<file path="src/rtl/dma_m2s_sched.sv">
// Descriptor scheduler for an M2S DMA engine: queues (offset, bytes) descriptors,
// issues them as commands and checks the engine's stream framing for each one.
module dma_m2s_sched #(
  parameter int BUS_WIDTH  = 32,
  parameter int ADDR_WIDTH = 32,
  parameter int LEN_WIDTH  = 16,
  parameter int DEPTH      = 4,
  parameter int CNT_WIDTH  = 16
) (
  input  logic                  aclk,
  input  logic                  areset,
  input  logic                  desc_valid,
  output logic                  desc_ready,
  input  logic [ADDR_WIDTH-1:0] desc_offset,
  input  logic [LEN_WIDTH-1:0]  desc_bytes,
  input  logic                  desc_eol,
  output logic                  cmd_valid,
  input  logic                  cmd_ready,
  output logic [ADDR_WIDTH-1:0] cmd_offset,
  output logic [LEN_WIDTH-1:0]  cmd_bytes,
  input  logic                  mon_valid,
  input  logic                  mon_ready,
  input  logic                  mon_last,
  output logic                  busy,
  output logic                  done,
  output logic                  err,
  input  logic                  err_clr,
  output logic [CNT_WIDTH-1:0]  xfer_count
);

  localparam int BPB   = BUS_WIDTH / 8;
  localparam int PTR_W = $clog2(DEPTH);
  localparam logic [LEN_WIDTH:0] BPB_W  = (LEN_WIDTH+1)'(BPB);
  localparam logic [LEN_WIDTH:0] BPB_M1 = (LEN_WIDTH+1)'(BPB - 1);
  localparam logic [LEN_WIDTH:0] BEAT_ONE = (LEN_WIDTH+1)'(1);
  localparam logic [CNT_WIDTH-1:0] CNT_ONE = CNT_WIDTH'(1);

  typedef enum logic [1:0] {IDLE, ISSUE, STREAM} state_t;

  state_t state, state_nxt;

  logic [ADDR_WIDTH-1:0] fifo_offset [DEPTH];
  logic [LEN_WIDTH-1:0]  fifo_bytes  [DEPTH];
  logic                  fifo_eol    [DEPTH];
  logic [PTR_W:0]        wr_ptr, rd_ptr;
  logic                  full, empty, push, pop;

  logic [ADDR_WIDTH-1:0] head_offset;
  logic [LEN_WIDTH-1:0]  head_bytes;
  logic                  head_eol;

  logic [LEN_WIDTH:0]    exp_beats, beat_cnt;
  logic                  eol_r;

  logic beat, last_hit, load_cmd, complete, done_set, err_set, cnt_inc;

  function automatic logic [LEN_WIDTH:0] ceil_beats(input logic [LEN_WIDTH-1:0] b);
    return ({1'b0, b} + BPB_M1) / BPB_W;
  endfunction

  assign full  = (wr_ptr[PTR_W] != rd_ptr[PTR_W]) &&
                 (wr_ptr[PTR_W-1:0] == rd_ptr[PTR_W-1:0]);
  assign empty = (wr_ptr == rd_ptr);
  assign desc_ready = !full;
  assign push  = desc_valid && !full;
  assign pop   = (state == IDLE) && !empty;
  assign busy  = (state != IDLE) || !empty;

  assign head_offset = fifo_offset[rd_ptr[PTR_W-1:0]];
  assign head_bytes  = fifo_bytes[rd_ptr[PTR_W-1:0]];
  assign head_eol    = fifo_eol[rd_ptr[PTR_W-1:0]];

  // Descriptor storage: data only, pointers carry the reset
  always_ff @(posedge aclk) begin
    if (push) begin
      fifo_offset[wr_ptr[PTR_W-1:0]] <= desc_offset;
      fifo_bytes[wr_ptr[PTR_W-1:0]]  <= desc_bytes;
      fifo_eol[wr_ptr[PTR_W-1:0]]    <= desc_eol;
    end
  end

  always_comb begin
    state_nxt = state;
    load_cmd  = 1'b0;
    complete  = 1'b0;
    done_set  = 1'b0;
    err_set   = 1'b0;
    cnt_inc   = 1'b0;
    beat      = mon_valid && mon_ready;
    last_hit  = (beat_cnt + BEAT_ONE) == exp_beats;
    case (state)
      IDLE: begin
        if (!empty) begin
          if (head_bytes == '0) begin
            complete = 1'b1;
            done_set = head_eol;
          end else begin
            load_cmd  = 1'b1;
            state_nxt = ISSUE;
          end
        end
      end
      ISSUE: begin
        // A stream before the command is accepted is a framing fault
        if (beat) err_set = 1'b1;
        if (cmd_ready) state_nxt = STREAM;
      end
      STREAM: begin
        if (beat) begin
          if (mon_last || last_hit) begin
            complete  = 1'b1;
            done_set  = eol_r;
            err_set   = (mon_last != last_hit);
            state_nxt = IDLE;
          end else begin
            cnt_inc = 1'b1;
          end
        end
      end
      default: state_nxt = IDLE;
    endcase
  end

  always_ff @(posedge aclk or posedge areset) begin
    if (areset) begin
      state      <= IDLE;
      wr_ptr     <= '0;
      rd_ptr     <= '0;
      cmd_valid  <= 1'b0;
      cmd_offset <= '0;
      cmd_bytes  <= '0;
      exp_beats  <= '0;
      beat_cnt   <= '0;
      eol_r      <= 1'b0;
      done       <= 1'b0;
      err        <= 1'b0;
      xfer_count <= '0;
    end else begin
      state <= state_nxt;
      if (push) wr_ptr <= wr_ptr + 1'b1;
      if (pop)  rd_ptr <= rd_ptr + 1'b1;
      if (load_cmd) begin
        cmd_valid  <= 1'b1;
        cmd_offset <= head_offset;
        cmd_bytes  <= head_bytes;
        exp_beats  <= ceil_beats(head_bytes);
        eol_r      <= head_eol;
      end else if (state == ISSUE && cmd_ready) begin
        cmd_valid <= 1'b0;
        beat_cnt  <= '0;
      end else if (cnt_inc) begin
        beat_cnt <= beat_cnt + BEAT_ONE;
      end
      done <= complete && done_set;
      if (complete) xfer_count <= xfer_count + CNT_ONE;
      if (err_set)      err <= 1'b1;
      else if (err_clr) err <= 1'b0;
    end
  end

endmodule

</file>
<file path="config.mk">
export PLATFORM = sky130hd
export DESIGN_NAME = dma_m2s_sched
export DESIGN_NICKNAME = d
export VERILOG_FILES = /design/src/rtl/dma_m2s_sched.sv
export SDC_FILE = /design/constraint.sdc
export NUM_CORES = 1
export LEC_CHECK = 0
export CORE_AREA = 2 2 173 175
export CTS_BUF_LIST = sky130_fd_sc_hd__clkbuf_16
export CTS_CLUSTER_DIAMETER = 50
export CTS_CLUSTER_SIZE = 28
export DETAILED_ROUTE_END_ITERATION = 7
export DIE_AREA = 0 0 175 177
export GPL_TIMING_DRIVEN = 0
export SLEW_MARGIN = 40
export SYNTH_ARGS = -nofsm -noshare
export SYNTH_HDL_FRONTEND = slang
export SYNTH_SLANG_ARGS = --single-unit
</file>
<file path="constraint.sdc">
create_clock -name aclk -period 5 [get_ports aclk]
set_input_delay 1 -clock aclk [delete_from_list [all_inputs] [get_ports aclk]]
set_output_delay 1 -clock aclk [all_outputs]
set_load 0.03 [all_outputs]
</file>
# Word-level counts from Yosys, hierarchy flattened
# Memories as Yosys holds them, arrays and structs flattened. A register that Yosys moved wholly into a read port is not among the register bits.
# Index checks and enable logic that the tools add are counted.
dict set report word_totals {
  regBits 76
  ramBits 196
  out_inout_bits 69
  n_memories 3
}
dict set report op_classes {
  add_sub_neg 5
  eq_ne 12
  mux 34
  bitwise 1
  reduce_logical 18
}
# memory words word_bits rd rd_ports_with_merged_regs write_ports line_no
set memory_table {}
lappend memory_table {fifo_offset 4 32 1 1 1 42} ;# logic [ADDR_WIDTH-1:0] fifo_offset [DEPTH];
lappend memory_table {fifo_bytes 4 16 1 0 1 43} ;# logic [LEN_WIDTH-1:0] fifo_bytes [DEPTH];
lappend memory_table {fifo_eol 4 1 1 0 1 44} ;# logic fifo_eol [DEPTH];
# operator n
set ops {}
lappend ops {{17-bit 2-to-1 mux} 2}
lappend ops {{1-bit 2-to-1 mux} 23}
lappend ops {{16-bit by 2-bit adder with 17-bit output, second input constant} 1}
lappend ops {{17-bit by 1-bit adder with 17-bit output, second input constant} 1}
lappend ops {{17-bit by 15-bit equality test with 1-bit output} 1}
lappend ops {{16-bit by 1-bit adder with 16-bit output, second input constant} 1}
lappend ops {{16-bit logical NOT} 1}
lappend ops {{2-bit 2-to-1 mux} 5}
lappend ops {{2-bit inequality test, second input constant} 5}
lappend ops {{2-bit nonzero test} 4}
lappend ops {{3-bit by 1-bit adder with 3-bit output, second input constant} 2}
lappend ops {{1-bit logical AND} 6}
lappend ops {{1-bit one-hot mux with 2 select lines} 3}
lappend ops {{2-bit one-hot mux with 3 select lines} 1}
lappend ops {{5-bit AND reduction} 1}
lappend ops {{3-bit equality test} 1}
lappend ops {{2-bit by 1-bit equality test with 1-bit output, second input constant} 1}
lappend ops {{2-bit equality test} 1}
lappend ops {{2-bit equality test, second input constant} 1}
lappend ops {{1-bit logical NOT} 2}
lappend ops {{2-bit logical NOT} 1}
lappend ops {{1-bit logical OR} 2}
lappend ops {{1-bit inequality test} 2}
lappend ops {{2-bit AND reduction} 1}
lappend ops {{1-bit NOT} 1}

# Depth between registers and ports, before layout
# Gate-level depths: netlist (run 1).
dict set report logic_depth {
  ltp_word 8
  mapped_depth 14
  depth_no_buf 13
}

# Worst setup path before layout (run 1)
# Ideal clock, no wire load.
dict set report synth_path {
  path_kind {reg-to-reg}
  start {reg beat_cnt[0]}
  end {reg beat_cnt[10]}
  setup_ns 0.110
  arrival_ns 3.299
  slack_ns 1.591
  stages_incl_launch_ff 15
  period_less_slack_ns 3.409
  path_cell_list {dfrtp_1 > ha_1 > nand4_1 > nor4_1 > mux2i_1 > a2bb2oi_1 > a211oi_1 > o2111ai_1 > ha_1 > inv_1 > o21ai_0 > o21ai_1 > clkbuf_1 > o21ai_1 > o41ai_1}
}
dict set report synth_between {
  elab_chain_cells 8
  elab_cells_between_ends 10
}
# element line_no
set synth_rtl {}
lappend synth_rtl {{start, declared} 52} ;# logic [LEN_WIDTH:0] exp_beats, beat_cnt;
lappend synth_rtl {{start signal, assigned} 152} ;# beat_cnt <= beat_cnt + BEAT_ONE;
lappend synth_rtl {{17-bit by 1-bit adder with 17-bit output (*)} {90, 152}}
lappend synth_rtl {{17-bit by 15-bit equality test with 1-bit output} 90} ;# last_hit = (beat_cnt + BEAT_ONE) == exp_beats;
lappend synth_rtl {{1-bit logical OR} 110} ;# if (mon_last || last_hit) begin
lappend synth_rtl {{1-bit 2-to-1 mux} 110}
lappend synth_rtl {{1-bit 2-to-1 mux} 109} ;# if (beat) begin
lappend synth_rtl {{1-bit 2-to-1 mux} 91} ;# case (state)
lappend synth_rtl {{2-bit nonzero test (no source line)} -}
lappend synth_rtl {{2-bit AND reduction (no source line)} -}
# Mark *: on every way between the ends. The rest lies on a longest branch, timed or not. The select of a mux whose other input is x is not followed.
# A chain may end at the register's enable or synchronous reset.

# Final worst setup path (run 1)
# Ends and elaborated chain as after synthesis.

==> summary.txt, run 1 <==
Timing
  • Worst Clk Skew: 0.0170 ns
  • Final clock period utilization by the worst path: 89.7%
  • RSZ-0062 raised after global routing: no
  • Final count of negative-setup-slack endpoints: 0
  • Fmax: 223 MHz
  • Normalized max-slew margin: 42.7%
  • Final hold violations: 0
  • Post-route minimum period: 4.48 ns
  • Post-route setup TNS: 0 ns
  • Final Max Tran Viols: 0
  • Worst-Margin Slew: 0.853 ns
  • Final worst slack: 0.517 ns

Critical path
  • Worst Setup Start Kind: flip-flop
  • Critical path's largest stage delay: 0.65 ns
  • Crit-path max FO: 10
  • CP Buf/Inv Count: 2
  • Endpoint type of the worst setup path: flip-flop
  • Critical-path top delay cell: a2111oi_0
  • Cells along the critical path: ha_1 -> nand4_1 -> nor4_2 -> xnor2_1 -> nand4_1 -> a2111oi_0 -> o2111ai_1 -> ha_1 -> inv_1 -> o21ai_0 -> o21ai_1 -> clkbuf_1 -> o21ai_1 -> o41ai_1
  • Critical Setup Path Class: reg -> reg
  • Worst setup path startpoint: beat_cnt[0]
  • CP top delay family: compound AO/OA/AOI/OAI gates
  • Arrival time worst endpoint: 4.87 ns
  • Reg2reg start: beat_cnt[0]
  • Data required, critical path: 5.39 ns

Drt
  • Wire per inst: 18.6 µm
  • Vias per inst: 5.09
  • Drc violations: 0
  • Routed Antenna Nets: 0
  • Final WL: 24900 µm
  • Vias: 6812
  • Initial DRC count: 480
  • DR pass1 iterations: 5

Run
  • Max-cap check violation count: 0

Global routing
  • Vias in the first global route: 6875
  • Initial antenna violation count: 2
  • Largest net degree at the start of global routing: 62
  • First-pass GRT wire length: 39300 µm
  • Total track usage: 16.4%
  • Global route total overflow: 0

Synthesis
  • Seq/Total Area, Yosys: 69.3%
  • Mapped Area: 12400 µm²
  • Yosys reg bits: 304
  • Synth unique cells: 45
  • Prevailing post-synth register cell: edfxtp_1
  • Synth Instances: 757
  • Area leader, netlist: edfxtp_1
  • EDFF count, synth: 196
  • Yosys warnings: 0
  • Synth top area cells: edfxtp_1 (48%), dfrtp_1 (22%), mux4_2 (8.9%)
  • Synth Area per Inst: 16.4 µm²
  • Post-synth top area share: 47.5%
  • Synth Net Count: 825
  • Fraction of registers with async set or reset after synthesis: 35.5%

Floorplan
  • Rows: 63
  • Core area: 29200 µm²
  • Die width: 175 µm
  • Num ports: 126
  • Die ar.: 31000 µm²
  • Die H: 177 µm
  • Starting Density: 42.4%

Layout
  • Layout fillers: 2431
  • Share of cells above drive strength 1: 13.9%
  • Layout overhead on the synthesized area: 23.9%
  • Layout Nets: 992
  • Layout Cells excl Fill: 1339
  • Fin area: 15300 µm²

Placement
  • Placed Cells: 1277
  • Port bufs: 125
  • Dpl ws: 0.341 ns
  • GPL Wtd Cong: 0.787
  • DP Area: 14300 µm²
  • Post-DP HPWL: 16100 µm

Clock network
  • Latest clock arrival within the worst-skew pair: 0.50 ns
  • Clock transition at path regs: 0.05 ns
  • Resized cells post-CTS: 0
  • Hold buffer count at CTS: 0
  • Setup Buffers After CTS: 0
  • Num CTS Buffers: 35
  • Clock buffer depth: 3
  • Root Buffer: clkbuf_16
  • CTS tree: done
  • H-tree Lvls: 2
  • Clock sink count: 304

Pwr
  • Leak pwr: 5.53 nW
  • Maximum vdd drop: 0.000323 V
  • Power Dens Cells: 627 nW/µm²
  • Total power: 9.62 mW

Hold path
  • Hold WC Path Type: reg -> reg
  • Hold Path Origin: xfer_count[15]

Status
  • Status: finished, final reports clean
-- cell type report --
class	count	area, µm²	share of cell area, %
Antenna cell	1	2.50	0.0163
Multi-Input combinational cell	406	3630	23.6
Clock buffer	35	876	5.71
Inverter	12	52.6	0.342
Sequential cell	304	8590	56.0
Clock inverter	26	180	1.17
Timing Repair Buffer	130	1360	8.85
Tap cell	390	488	3.18
Buffer	35	171	1.12
-- final timing paths --
| path | endpoint | depth (start not counted) | slack [ns] |
|---|---|---|---|
| worst min register to register | xfer_count[15] | 1 | 0.47 |
| worst max register to register | beat_cnt[10] | 14 | 0.52 |
| max in group asynchronous | exp_beats[5] | 3 | 3.43 |
| worst min-delay path | xfer_count[15] | 1 | 0.47 |
| min in group asynchronous | xfer_count[15] | 2 | 0.91 |
| worst max-delay path | beat_cnt[10] | 14 | 0.52 |
-- worst reg2reg max path, stage by stage (launching register included) --
cell and delay [ns]:
dfrtp_1 0.42, ha_1 0.32, nand4_1 0.29, nor4_2 0.42
xnor2_1 0.19, nand4_1 0.12, a2111oi_0 0.65, o2111ai_1 0.26
ha_1 0.28, inv_1 0.06, o21ai_0 0.16, o21ai_1 0.52
clkbuf_1 0.44, o21ai_1 0.16, o41ai_1 0.09
-- routing by layer --
layer / global-route usage (%) / part of all wire, % / up-vias
met5: 0 / 0 / -
met4: 4.20 / 1.7 / 0
met3: 4.42 / 6.1 / 36
met2: 27.1 / 48 / 139
met1: 21.8 / 44 / 3417
li1: - / - / 3220
-- flip-flops by register name, summed over array words and instances (netlist names) --
register,count
beat_cnt,17
cmd_bytes,16
cmd_offset,32
cmd_valid,1
done,1
eol_r,1
err,1
exp_beats,15
fifo_bytes,64
fifo_eol,4
fifo_offset,128
rd_ptr,3
state,2
wr_ptr,3
xfer_count,16
-- cells in the mapped netlist, drive strengths merged, types with 8 or more instances --
library cell / instances
o21ai: 45
nor4: 8
dfrtp: 108
and3: 10
mux2: 49
edfxtp: 196
nand3: 20
mux4: 49
nor2: 26
o31ai: 9
nor3: 10
nand2: 49
inv: 12
xor2: 28
xnor2: 26
clkbuf: 20
ha: 11
buf: 15
-- cells by family (layout without fill, tap and decap cells) --
family | count (synthesis) | count (layout) | share of synthesized area (%)
flip-flops | 304 | 304 | 69.3
AND/OR/NAND/NOR | 159 | 159 | 6.46
adder cells (fa/ha/maj) | 11 | 11 | 1.11
multiplexers | 104 | 104 | 13.8
XOR/XNOR | 54 | 54 | 3.82
AO/OA/AOI/OAI | 78 | 78 | 3.71
buffers and inverters | 47 | 238 | 1.72
other | 0 | 1 | 0
-- placed cells by master (no fill, tap or decap), types with 26 or more instances in the layout --
master,n
clkbuf_16,35
clkdlybuf4s50_1,125
dfrtp_1,108
edfxtp_1,196
mux2_1,49
mux4_2,49
nand2_1,49
nor2_1,26
o21ai_1,39
xnor2_1,26
xor2_1,28
-- report_power, final --
group          internal, mW  leakage [nW]  switching, mW
Combinational          1.57          1.86           2.01
Sequential             3.43          3.14          0.290
Clock                  1.30         0.528           1.02
Total                  6.30          5.53           3.32
-- metrics by stage --
stage               hold WS, ns  utilization [%]
global placement          0.456             48.3
finish                    0.467             52.5
floorplan                 0.461                -
global route              0.501             52.5
detailed placement        0.468             48.8
CTS                       0.475             52.4
No activity file was read; power rests on OpenSTA's default activity.
==> inputs of run 2 (changes only) <==
--- a/config.mk
+++ b/config.mk
@@ -12,6 +12,7 @@
 export DETAILED_ROUTE_END_ITERATION = 7
 export DIE_AREA = 0 0 175 177
 export GPL_TIMING_DRIVEN = 0
+export HOLD_SLACK_MARGIN = 0.1
 export SLEW_MARGIN = 40
 export SYNTH_ARGS = -nofsm -noshare
 export SYNTH_HDL_FRONTEND = slang
==> results of run 2 <==
The final DEF is identical to that of run 1; final timing and power are the same.
==> inputs of run 3 (changes only) <==
==> constraint.sdc (replaced) <==
create_clock -name aclk -period 4.7 [get_ports aclk]
set_input_delay 0.94 -clock aclk [delete_from_list [all_inputs] [get_ports aclk]]
set_output_delay 0.94 -clock aclk [all_outputs]
set_load 0.03 [all_outputs]
==> run 3 against run 2 <==
Combinational power up 6.4%. Critical path depth unchanged. Sequential share of layout area about the same. Hold slack unchanged. Sequential power up 6.5%. Global-route usage unchanged. Cell area about the same. Critical path type unchanged. Utilization about the same. Die area unchanged. Count of clock-buffer cells in the layout unchanged.
==> summary.txt, run 3 (synthesis gave the netlist of run 1 again) <==
Layout
  • Commonest non-fill, non-tap cell in the layout: edfxtp_1
  • Layout Cells excl Fill: 1339 (unchanged)
  • Util after Layout: 52.5% (about the same)
  • Layout overhead on the synthesized area: 23.9% (about the same)
  • Max FFs per register: 128 (unchanged)
  • Share of cells above drive strength 1: 14.0% (+0.11 points)
  • Layout Nets: 992 (unchanged)
  • Most frequent cells in the layout: edfxtp_1 (196), clkdlybuf4s50_1 (125), dfrtp_1 (108)

Floorplan
  • Num ports: 126 (unchanged)
  • Die H: 177 µm (unchanged)
  • Core area: 29200 µm² (unchanged)
  • Die ar.: 31000 µm² (unchanged)
  • Die width: 175 µm (unchanged)
  • Starting Density: 42.4% (unchanged)
  • Rows: 63 (unchanged)

Timing
  • Final count of negative-setup-slack endpoints: 0 (unchanged)
  • Fmax: 234 MHz (+4.9%)
  • WHS: 0.467 ns (unchanged)
  • Post-route minimum period: 4.27 ns (-0.211 ns)
  • Worst-Margin Slew: 0.729 ns (-0.124 ns)
  • Post-route setup TNS: 0 ns (unchanged)
  • Final hold violations: 0 (unchanged)
  • Final clock period utilization by the worst path: 90.9% (+1.2 points)
  • Final worst slack: 0.428 ns (-0.0894 ns)
  • Final Max Tran Viols: 0 (unchanged)
  • Worst Clk Skew: 0.0166 ns (-0.000400 ns)
  • RSZ-0062 raised after global routing: no
  • Normalized max-slew margin: 50.1% (+7.4 points)

Drt
  • Vias per inst: 5.09 (unchanged)
  • Drc violations: 0 (unchanged)
  • Final WL: 24900 µm (about the same)
  • Routed Antenna Nets: 0 (unchanged)
  • Wire per inst: 18.6 µm (about the same)
  • DR pass1 iterations: 5 (unchanged)
  • Initial DRC count: 465 (-3.1%)
  • Vias: 6812 (unchanged)

Pwr
  • Maximum vdd drop: 0.000343 V (+6.4%)
  • Power Dens Cells: 667 nW/µm² (+6.4%)
  • Leak pwr: 5.53 nW (about the same)

Placement
  • GPL Wtd Cong: 0.787 (unchanged)
  • Dpl ws: 0.0410 ns (-0.300 ns)
  • Placed Cells: 1277 (unchanged)
  • Post-DP HPWL: 16100 µm (unchanged)
  • Port bufs: 125 (unchanged)

Global routing
  • First-pass GRT wire length: 39300 µm (unchanged)
  • Global route total overflow: 0 (unchanged)
  • Initial antenna violation count: 2 (unchanged)
  • Vias in the first global route: 6875 (unchanged)
  • Total track usage: 16.4% (unchanged)
  • Largest net degree at the start of global routing: 62 (unchanged)

Clock network
  • Root Buffer: clkbuf_16
  • Latest clock arrival within the worst-skew pair: 0.50 ns (about the same)
  • Num CTS Buffers: 35 (unchanged)
  • Clock buffer depth: 3 (unchanged)
  • Clock sink count: 304 (unchanged)
  • CTS tree: done
  • Clock transition at path regs: 0.05 ns (about the same)
  • H-tree Lvls: 2 (unchanged)

Run
  • Max-cap check violation count: 0 (unchanged)

Hold path
  • Hold WC Path Type: reg -> reg

Critical path
  • Worst Setup Start Kind: flip-flop
  • Crit-path max FO: 10 (unchanged)
  • Critical Setup Path Class: reg -> reg
  • Data required, critical path: 5.09 ns (-0.30 ns)
  • Endpoint type of the worst setup path: flip-flop
  • Arrival time worst endpoint: 4.66 ns (-0.21 ns)

Status
  • Status: finished, final reports clean
-- run 3: cell types whose count changed in the layout (fill, tap and decap cells not counted) --
cell / before / now
o21ai_1: 39 / 38
o21ai_2: 0 / 1
-- run 3: cell type report --
| class | instances | area (µm²) |
|---|---|---|
| buffer | 35 | 171 |
| inverter | 12 | 52.6 |
| clock buffer | 35 | 876 |
| antenna | 1 | 2.50 |
| fill | 2431 | 13900 |
| multi-input combinational | 406 | 3630 |
| timing repair buffer | 130 | 1360 |
| tap | 390 | 488 |
| sequential | 304 | 8590 |
| clock inverter | 26 | 180 |
-- run 3: report_power, final --
part	switching, mW	internal [mW]	leakage (nW)	total [mW]
clock	1.09	1.39	0.528	2.47
sequential	0.308	3.65	3.14	3.96
combinational	2.14	1.67	1.86	3.80
total	3.53	6.70	5.53	10.2
-- run 3: critical path, stage by stage (launching register included) --
cell and delay [ns]:
dfrtp_1 0.42, ha_1 0.31, nand4_1 0.29, nor4_2 0.42, xnor2_1 0.20, nand4_1 0.12, a2111oi_0 0.65, o2111ai_1 0.26
ha_1 0.28, inv_1 0.06, o21ai_0 0.19, o21ai_2 0.28, clkbuf_1 0.42, o21ai_1 0.16, o41ai_1 0.09
-- run 3: layer usage --
layer / vias to the layer above / global-route usage [%] / wire length [µm]
li1: 3221 / - / -
met1: 3411 / 21.8 / 11000
met2: 143 / 27.1 / 12000
met3: 37 / 4.42 / 1510
met4: 0 / 4.20 / 428
met5: - / 0 / 0
-- run 3: final timing paths --
kind	from	end	slack, ns	cells past startpoint
max in group asynchronous	areset	exp_beats[5]	3.19	3
worst min-delay path	xfer_count[15]	xfer_count[15]	0.47	1
min in group asynchronous	areset	xfer_count[15]	0.85	2
worst min register to register	xfer_count[15]	xfer_count[15]	0.47	1
worst max-delay path	beat_cnt[0]	beat_cnt[10]	0.43	14
worst max register to register	beat_cnt[0]	beat_cnt[10]	0.43	14
-- run 3: what timing repair did --
action,CTS,global route
setup endpoints to repair,0,9
setup buffers,0,0
hold buffers,0,0
gates resized for setup,0,2
-- run 3: stage by stage --
step	total power, mW	instance area [µm²]
2_1_floorplan	6.53	12400
3_3_place_gp	7.82	14100
3_5_place_dp	7.89	14300
4_1_cts	10.4	15300
5_1_grt	10.8	15300
6_report	10.2	15300
